File: src/rtl/buttons_input_if.sv
// buttons_input_if: hit handshake between the button front end and the game FSM
interface buttons_input_if;
  logic       hit_valid;
  logic       hit_ready;
  logic [3:0] hit_pos;
  logic       multi_press;
  modport master (output hit_valid, output hit_pos, output multi_press, input hit_ready);
  modport slave (input hit_valid, input hit_pos, input multi_press, output hit_ready);
endinterface

File: src/rtl/buttons_input.sv
// buttons_input: sync, debounce and encode 8 whack buttons into one handshaked hit (BTN_MULTI_DETECT_EN rejects multi-presses)
module buttons_input #(
  parameter int DEBOUNCE_CYCLES = 16
) (
  input  logic            clk,
  input  logic            rst_n,
  input  logic [7:0]      btn,
  buttons_input_if.master hit
);
  localparam int CW = $clog2(DEBOUNCE_CYCLES + 1);
  localparam logic [CW-1:0] LAST = CW'(DEBOUNCE_CYCLES - 1);
  typedef enum logic [1:0] {IDLE, PENDING, RELEASE} state_t;
  state_t        state;
  logic [7:0]    s1, btn_s, stable, stable_d, press;
  logic [CW-1:0] cnt [8];
  logic [3:0]    enc, pos_q;
  logic          valid_q, reject;
  // two-flop synchronizer on the raw pins
  always_ff @(posedge clk or negedge rst_n)
    if (!rst_n) begin
      s1    <= '0;
      btn_s <= '0;
    end else begin
      s1    <= btn;
      btn_s <= s1;
    end
  // per-bit debounce: a level change is accepted only after DEBOUNCE_CYCLES differing samples
  always_ff @(posedge clk or negedge rst_n)
    if (!rst_n) begin
      stable <= '0;
      for (int k = 0; k < 8; k++) cnt[k] <= '0;
    end else begin
      for (int k = 0; k < 8; k++)
        if (btn_s[k] == stable[k]) cnt[k] <= '0;
        else if (cnt[k] == LAST) begin
          stable[k] <= btn_s[k];
          cnt[k]    <= '0;
        end else cnt[k] <= cnt[k] + 1'b1;
    end
  // delayed copy of the debounced levels for rising-edge detection
  always_ff @(posedge clk or negedge rst_n)
    if (!rst_n) stable_d <= '0;
    else stable_d <= stable;
  assign press = stable & ~stable_d;
  // lowest pressed index wins: bit i encodes as i+1
  always_comb begin
    enc = '0;
    for (int k = 7; k >= 0; k--)
      if (press[k]) enc = 4'(k + 1);
  end
`ifdef BTN_MULTI_DETECT_EN
  logic mp_q;
  assign reject = |(press & (press - 8'd1));
  // one-cycle flag on the edge where a multi-press is turned away from IDLE
  always_ff @(posedge clk or negedge rst_n)
    if (!rst_n) mp_q <= 1'b0;
    else mp_q <= (state == IDLE) && reject;
  assign hit.multi_press = mp_q;
`else
  assign reject = 1'b0;
  assign hit.multi_press = 1'b0;
`endif
  // hit FSM: offer one hit, hold it until accepted, then lock out until all buttons are released
  always_ff @(posedge clk or negedge rst_n)
    if (!rst_n) begin
      state   <= IDLE;
      pos_q   <= '0;
      valid_q <= 1'b0;
    end else begin
      case (state)
        IDLE:
          if (press != '0) begin
            if (reject) state <= RELEASE;
            else begin
              pos_q   <= enc;
              valid_q <= 1'b1;
              state   <= PENDING;
            end
          end
        PENDING:
          if (hit.hit_ready) begin
            pos_q   <= '0;
            valid_q <= 1'b0;
            state   <= RELEASE;
          end
        RELEASE: if (stable == '0) state <= IDLE;
        default: state <= IDLE;
      endcase
    end
  assign hit.hit_valid = valid_q;
  assign hit.hit_pos   = pos_q;
endmodule
File: src/flat_wrapper.sv
// flat-port wrapper written by rule: the top's interface ports become plain ports
module buttons_input_flat 
#(
  parameter int DEBOUNCE_CYCLES = 16
)
  (clk, rst_n, btn, hit_hit_valid, hit_hit_pos, hit_multi_press, hit_hit_ready);
  buttons_input_if hit_i ();
  input  logic clk;
  input  logic rst_n;
  input  logic [7:0] btn;
  output wire logic [$bits(hit_i.hit_valid)-1:0] hit_hit_valid;
  output wire logic [$bits(hit_i.hit_pos)-1:0] hit_hit_pos;
  output wire logic [$bits(hit_i.multi_press)-1:0] hit_multi_press;
  input wire logic [$bits(hit_i.hit_ready)-1:0] hit_hit_ready;
  assign hit_hit_valid = hit_i.hit_valid;
  assign hit_hit_pos = hit_i.hit_pos;
  assign hit_multi_press = hit_i.multi_press;
  assign hit_i.hit_ready = hit_hit_ready;
  buttons_input #(.DEBOUNCE_CYCLES(DEBOUNCE_CYCLES)) u_core (.clk(clk), .rst_n(rst_n), .btn(btn), .hit(hit_i));
endmodule
File: config.mk
export PLATFORM = sky130hd
export DESIGN_NAME = buttons_input_flat
export DESIGN_NICKNAME = d
export VERILOG_FILES = /design/src/rtl/buttons_input_if.sv /design/src/rtl/buttons_input.sv /design/src/flat_wrapper.sv
export SDC_FILE = /design/constraint.sdc
export NUM_CORES = 1
export LEC_CHECK = 0
export CORE_AREA = 2 2 67 94
export CTS_CLUSTER_DIAMETER = 200
export DETAILED_ROUTE_END_ITERATION = 10
export DIE_AREA = 0 0 69 96
export GPL_TIMING_DRIVEN = 0
export PLACE_DENSITY = 0.72
export SLEW_MARGIN = 20
export SYNTH_ARGS = -nofsm -noshare
export SYNTH_HDL_FRONTEND = slang
export SYNTH_SLANG_ARGS = --single-unit
File: constraint.sdc
create_clock -name clk -period 1.4 [get_ports clk]
set_input_delay 0.42 -clock clk [delete_from_list [all_inputs] [get_ports clk]]
set_output_delay 0.42 -clock clk [all_outputs]
set_load 0.01 [all_outputs]
-- After elaboration in Yosys (flattened, before gate mapping)
Cells that the tools add are included.
- flip-flop bits (word level): 79
- output and inout port bits: 6
- logic and storage cells: 109
- add/subtract/negate cells: 8
- eq/ne operators: 21
- mux-type cells: 34
- bitwise logic cells: 10
- reductions and logical operators: 14
- operators with widths (kind ; count):
    two-way mux 5 bit ; 16
    adder 5 x 1 -> 5 bit (second input constant) ; 8
    equality test 5 x 4 -> 1 bit (second input constant) ; 8
    two-way mux 4 bit ; 10
    AND reduction 2 bit ; 8
    AND 8 bit ; 1
    equality test 1 bit ; 8
    logical NOT 8 bit ; 1
    NOT 1 bit ; 8
    NOT 8 bit ; 1
    one-hot mux 4 bit (2 select lines) ; 1
    nonzero test 8 bit ; 1
    two-way mux 2 bit ; 3
    one-hot mux 2 bit (3 select lines) ; 1
    AND reduction 3 bit ; 2
    inequality test 2 x 1 -> 1 bit (second input constant) ; 2
    equality test 2 x 1 -> 1 bit (second input constant) ; 1
    equality test 2 bit (second input constant) ; 1
    logical NOT 2 bit ; 1
    two-way mux 1 bit ; 2
    inequality test 2 bit (second input constant) ; 1
    one-hot mux 1 bit (2 select lines) ; 1
    nonzero test 2 bit ; 1

-- Logic depth before layout (Yosys ltp)
- depth after elaboration: 12
- depth in mapped cells: 5
- mapped depth without buffers: 5

-- Worst setup path after synthesis
OpenSTA, ideal clock, no wires.
- kind: register to register
- start: register u_core.stable[4]
- end: register u_core.pos_q[0], in the netlist u_core.hit.hit_pos[0]
- setup time: 0.079 ns
- arrival: 1.111 ns
- required time: 1.321 ns
- slack: 0.210 ns
- stages on the path, launching flop included: 5
- clock period less this slack: 1.190 ns
- path through: dfrtp_1 -> nand2b_2 -> o2111ai_4 -> o31ai_4 -> mux2i_1
- word-level cells in the longest chain between the ends: 8
- ends and longest elaborated chain (what ; RTL line ; RTL):
    start: declaration ; buttons_input.sv:14 ; logic [7:0] s1, btn_s, stable, stable_d, press;
    start signal: indexed assignment ; buttons_input.sv:36 ; stable[k] <= btn_s[k];
    AND 8 bit (*) ; buttons_input.sv:44 ; assign press = stable & ~stable_d;
    two-way mux 4 bit (5 in series) ; buttons_input.sv:49 ; if (press[k]) enc = 4'(k + 1);
    two-way mux 4 bit ; buttons_input.sv:72 ; if (press != '0) begin
    one-hot mux 4 bit (2 select lines) ; buttons_input.sv:70 ; case (state)
    end signal: assignment ; buttons_input.sv:75 ; pos_q <= enc;
    end: declaration ; buttons_input.sv:16 ; logic [3:0] enc, pos_q;
Every way passes the cells marked *; elsewhere a longest branch is shown, timed or not. The select of a mux whose other input is x is not followed.
A chain may end at the register's enable or synchronous reset.

-- Worst setup path after layout
- start: register u_core.stable[4]
- end: register u_core.pos_q[1], in the netlist u_core.hit.hit_pos[1]
The elaborated chain is that of the path after synthesis.

==> metrics.md <==
| Metric | Value |
|---|---|
| Outcome | `finished clean` |
| Hold slack | `between 0.3 and 0.4 ns` |
| Crit path kind | `reg -> reg` |
| Most common cell in the netlist | `dfrtp_1` |
| Crit path DAT | `1.60 ns` |
| Site Rows | `33` |
| Htree depth | `3` |
| Clock sinks | `a little under 80` |
| Setup TNS | `0 ns` |
| Drt initial violations | `about 120` |
| Crit path launch | `u_core.stable[4]` |
| Area of the multi-input gates | `1070 µm²` |
| Share of cells above drive strength 1 | `18.1%` |
| Sequential area share after synthesis | `64.5%` |
| FF-to-FF End | `u_core.hit.hit_pos[1]` |
| Ant. Diodes | `0` |
| Placed Cells | `325` |
| Mapped Cells | `239` |
| Yosys warning total | `0` |
| Clock tree root buffer cell | `clkbuf_8` |
| Final setup vio count | `0` |
| Vias in the first global route | `~1.8k` |
| Synthesized area | `3070 µm²` |
| Final Critical Period | `1.33 ns` |
| CP required | `1.67 ns` |
| Total Routing Usage GR | `15.7%` |
| Post-synth top area share | `64.5%` |
| Leak | `1.84 nW` |
| Main flop type after synthesis | `dfrtp_1` |
| CTS tree | `built` |
| Worst VDD drop | `between 0.6 and 0.7 mV` |
| Synth top cells by count | `dfrtp_1 (79), nor2_1 (30), xor2_1 (24)` |
| IO Count | `17` |
| Drt total wl | `4370 µm` |
| Synth Area per Inst | `12.8 µm²` |
| Largest net degree at the start of global routing | `53` |
| Via count | `1752` |
| Die Y | `96 µm` |
| Final Hold Viols | `0` |
| Syn Nets | `258` |
| Ys async rst share | `100%` |
| Yosys cell types | `32` |
| # DRC | `0` |
| Crit. End Element | `flop` |
| Final nets | `slightly below 300` |
| Worst setup endpoint | `u_core.hit.hit_pos[1]` |
| GRT overflow | `0` |
| TritonRoute pass-1 iters | `4` |
| Largest area contributor in the netlist | `dfrtp_1` |
| IO buf count | `15` |
| Overall Power | `4.47 mW` |
| Worst setup SP type | `flop` |
| Clk_lat worst skew | `about 0.34 ns` |
| Clock buffer count from CTS | `9` |
| Worst reg-to-reg path cell count | `4` |
| Fill count | `474` |
| Antenna violations before repair | `0` |
| Clock Skew | `0.00595 ns` |
| CP max FO | `4` |
| Effective utilization at floorplan | `53.0%` |
| Worst min-delay path category | `reg -> reg` |
| ANT nets after route | `0` |
| FF-to-FF Start | `u_core.stable[4]` |
| Die area | `6620 µm²` |
| Largest cells by area after synthesis | `dfrtp_1 (64%), xor2_1 (6.9%), nor2_1 (3.7%)` |
| Die extent in x | `69 µm` |
| Power per Cell Area | `1250 nW/µm²` |
| Reg area | `1980 µm²` |
| GP Congestion | `0.731` |
| First-pass GRT wire length | `a little under 8000 µm` |
| Peak Freq | `751 MHz` |
| Register bit total from synthesis | `just under 80` |
| Hpwl dp | `2960 µm` |
| Final non-filler cell total | `346` |
| Core area | `5780 µm²` |
| Area post-placement | `3330 µm²` |
| Crit share post-route | `95.2%` |
| Post-DR wirelength/cell | `12.6 µm` |
| Area Overhead vs Synth | `16.4%` |
| Max clock buf depth | `2` |
| Post-route cell area | `3570 µm²` |
| Clock slew at reported path FFs | `0.07 ns` |
| Pins over their slew limit | `0` |
| Reg2Reg Setup Slack | `0.07 ns` |
| Unrepaired setup endpoints after global routing | `yes` |
| Maxcap violations | `0` |
| Vias per std cell | `5.06` |
| EDFF count, synth | `0` |
## registers in the layout, summed over array words and instances (netlist names)
signal / cells
u_core.hit.hit_pos: 4
u_core.stable_d: 8
u_core.cnt: 40
u_core.stable: 8
u_core.btn_s: 8
u_core.hit.hit_valid: 1
u_core.s1: 8
u_core.state: 2
## cell usage in the layout, fill, tap and decap left out, types with 2 or more instances in the layout
cell             count
o21ai_0             13
nand2_1              8
mux2_2               7
nand3b_1             2
nand3_1             16
buf_2                4
xor2_1              24
and2_1              12
nor2b_1              3
buf_4                6
ha_1                 7
nand2b_2             3
mux2i_1              2
dfrtp_2              4
dfrtp_1             75
clkdlybuf4s50_1      9
clkinv_2             2
nor4_1               2
clkbuf_8            12
inv_1                4
and3_1               8
nand2b_4             3
nor2_1              30
## through the flow
stage,worst slack [ns],util (%)
after floorplan,0.210,-
after global placement,-2.76,57.1
after detailed placement,-0.146,57.6
after CTS,0.00111,61.5
after global routing,-0.0257,61.8
final,0.0678,61.8
## critical path, cell delays in order, from the launching register on
cell and delay, ns:
dfrtp_2 0.44, nand2b_4 0.10, o2111ai_4 0.16, o31ai_4 0.33
mux2i_1 0.22
## metal layers
metal / track usage (%) / wire, µm / vias up
met5: 0 / 0 / -
li1: - / - / 863
met1: 18.3 / 1900 / 863
met4: 8.33 / 104 / 0
met2: 25.6 / 2230 / 16
met3: 5.45 / 136 / 10
## kinds of logic (layout without fill, tap and decap cells)
family          count (synthesis)  after routing  share of synthesized area, %
mux                             9              9                          3.22
simple gates                   91             91                          16.0
fa+ha+maj                       8              8                          3.27
xor+xnor                       24             24                          6.86
buf+inv                         6             43                         0.857
compound gates                 21             21                          5.18
flops                          79             79                          64.5
other cells                     1              1                         0.122
## how the worst min path moves through the flow
stage                     slack [ns]          from  depth (start not counted)              end
after global placement          0.33  u_core.s1[7]                          0  u_core.btn_s[7]
after detailed placement        0.34  u_core.s1[1]                          0  u_core.btn_s[1]
after floorplan                 0.12         rst_n                          0  u_core.btn_s[0]
final                           0.35  u_core.s1[7]                          0  u_core.btn_s[7]
after CTS                       0.35  u_core.s1[1]                          0  u_core.btn_s[1]
after global routing            0.36  u_core.s1[7]                          0  u_core.btn_s[7]
## power by group
group,internal [mW],switching (mW),leakage [nW]
sequential,2.39,0.0691,1.03
combinational,0.143,0.146,0.709
clock,0.965,0.756,0.109
total,3.50,0.972,1.84
## repair_timing
item                                   4_1_cts  5_1_grt
gates resized for setup                     15       11
pin swaps                                    0        1
setup buffers                                1        3
setup endpoints to repair                    5        8
endpoints found under the hold margin       27        0
hold buffers                                 1        0
## cell type report
type | count | share of cell area (%)
clock buffers | 13 | 4.73
well taps | 70 | 2.45
repair buffers | 21 | 5.33
multi-input cells | 154 | 30.1
inverters | 5 | 0.526
flip-flops and latches | 79 | 55.5
clock inverters | 3 | 1.12
plain buffers | 1 | 0.210
No activity file was read; power rests on OpenSTA's default activity.
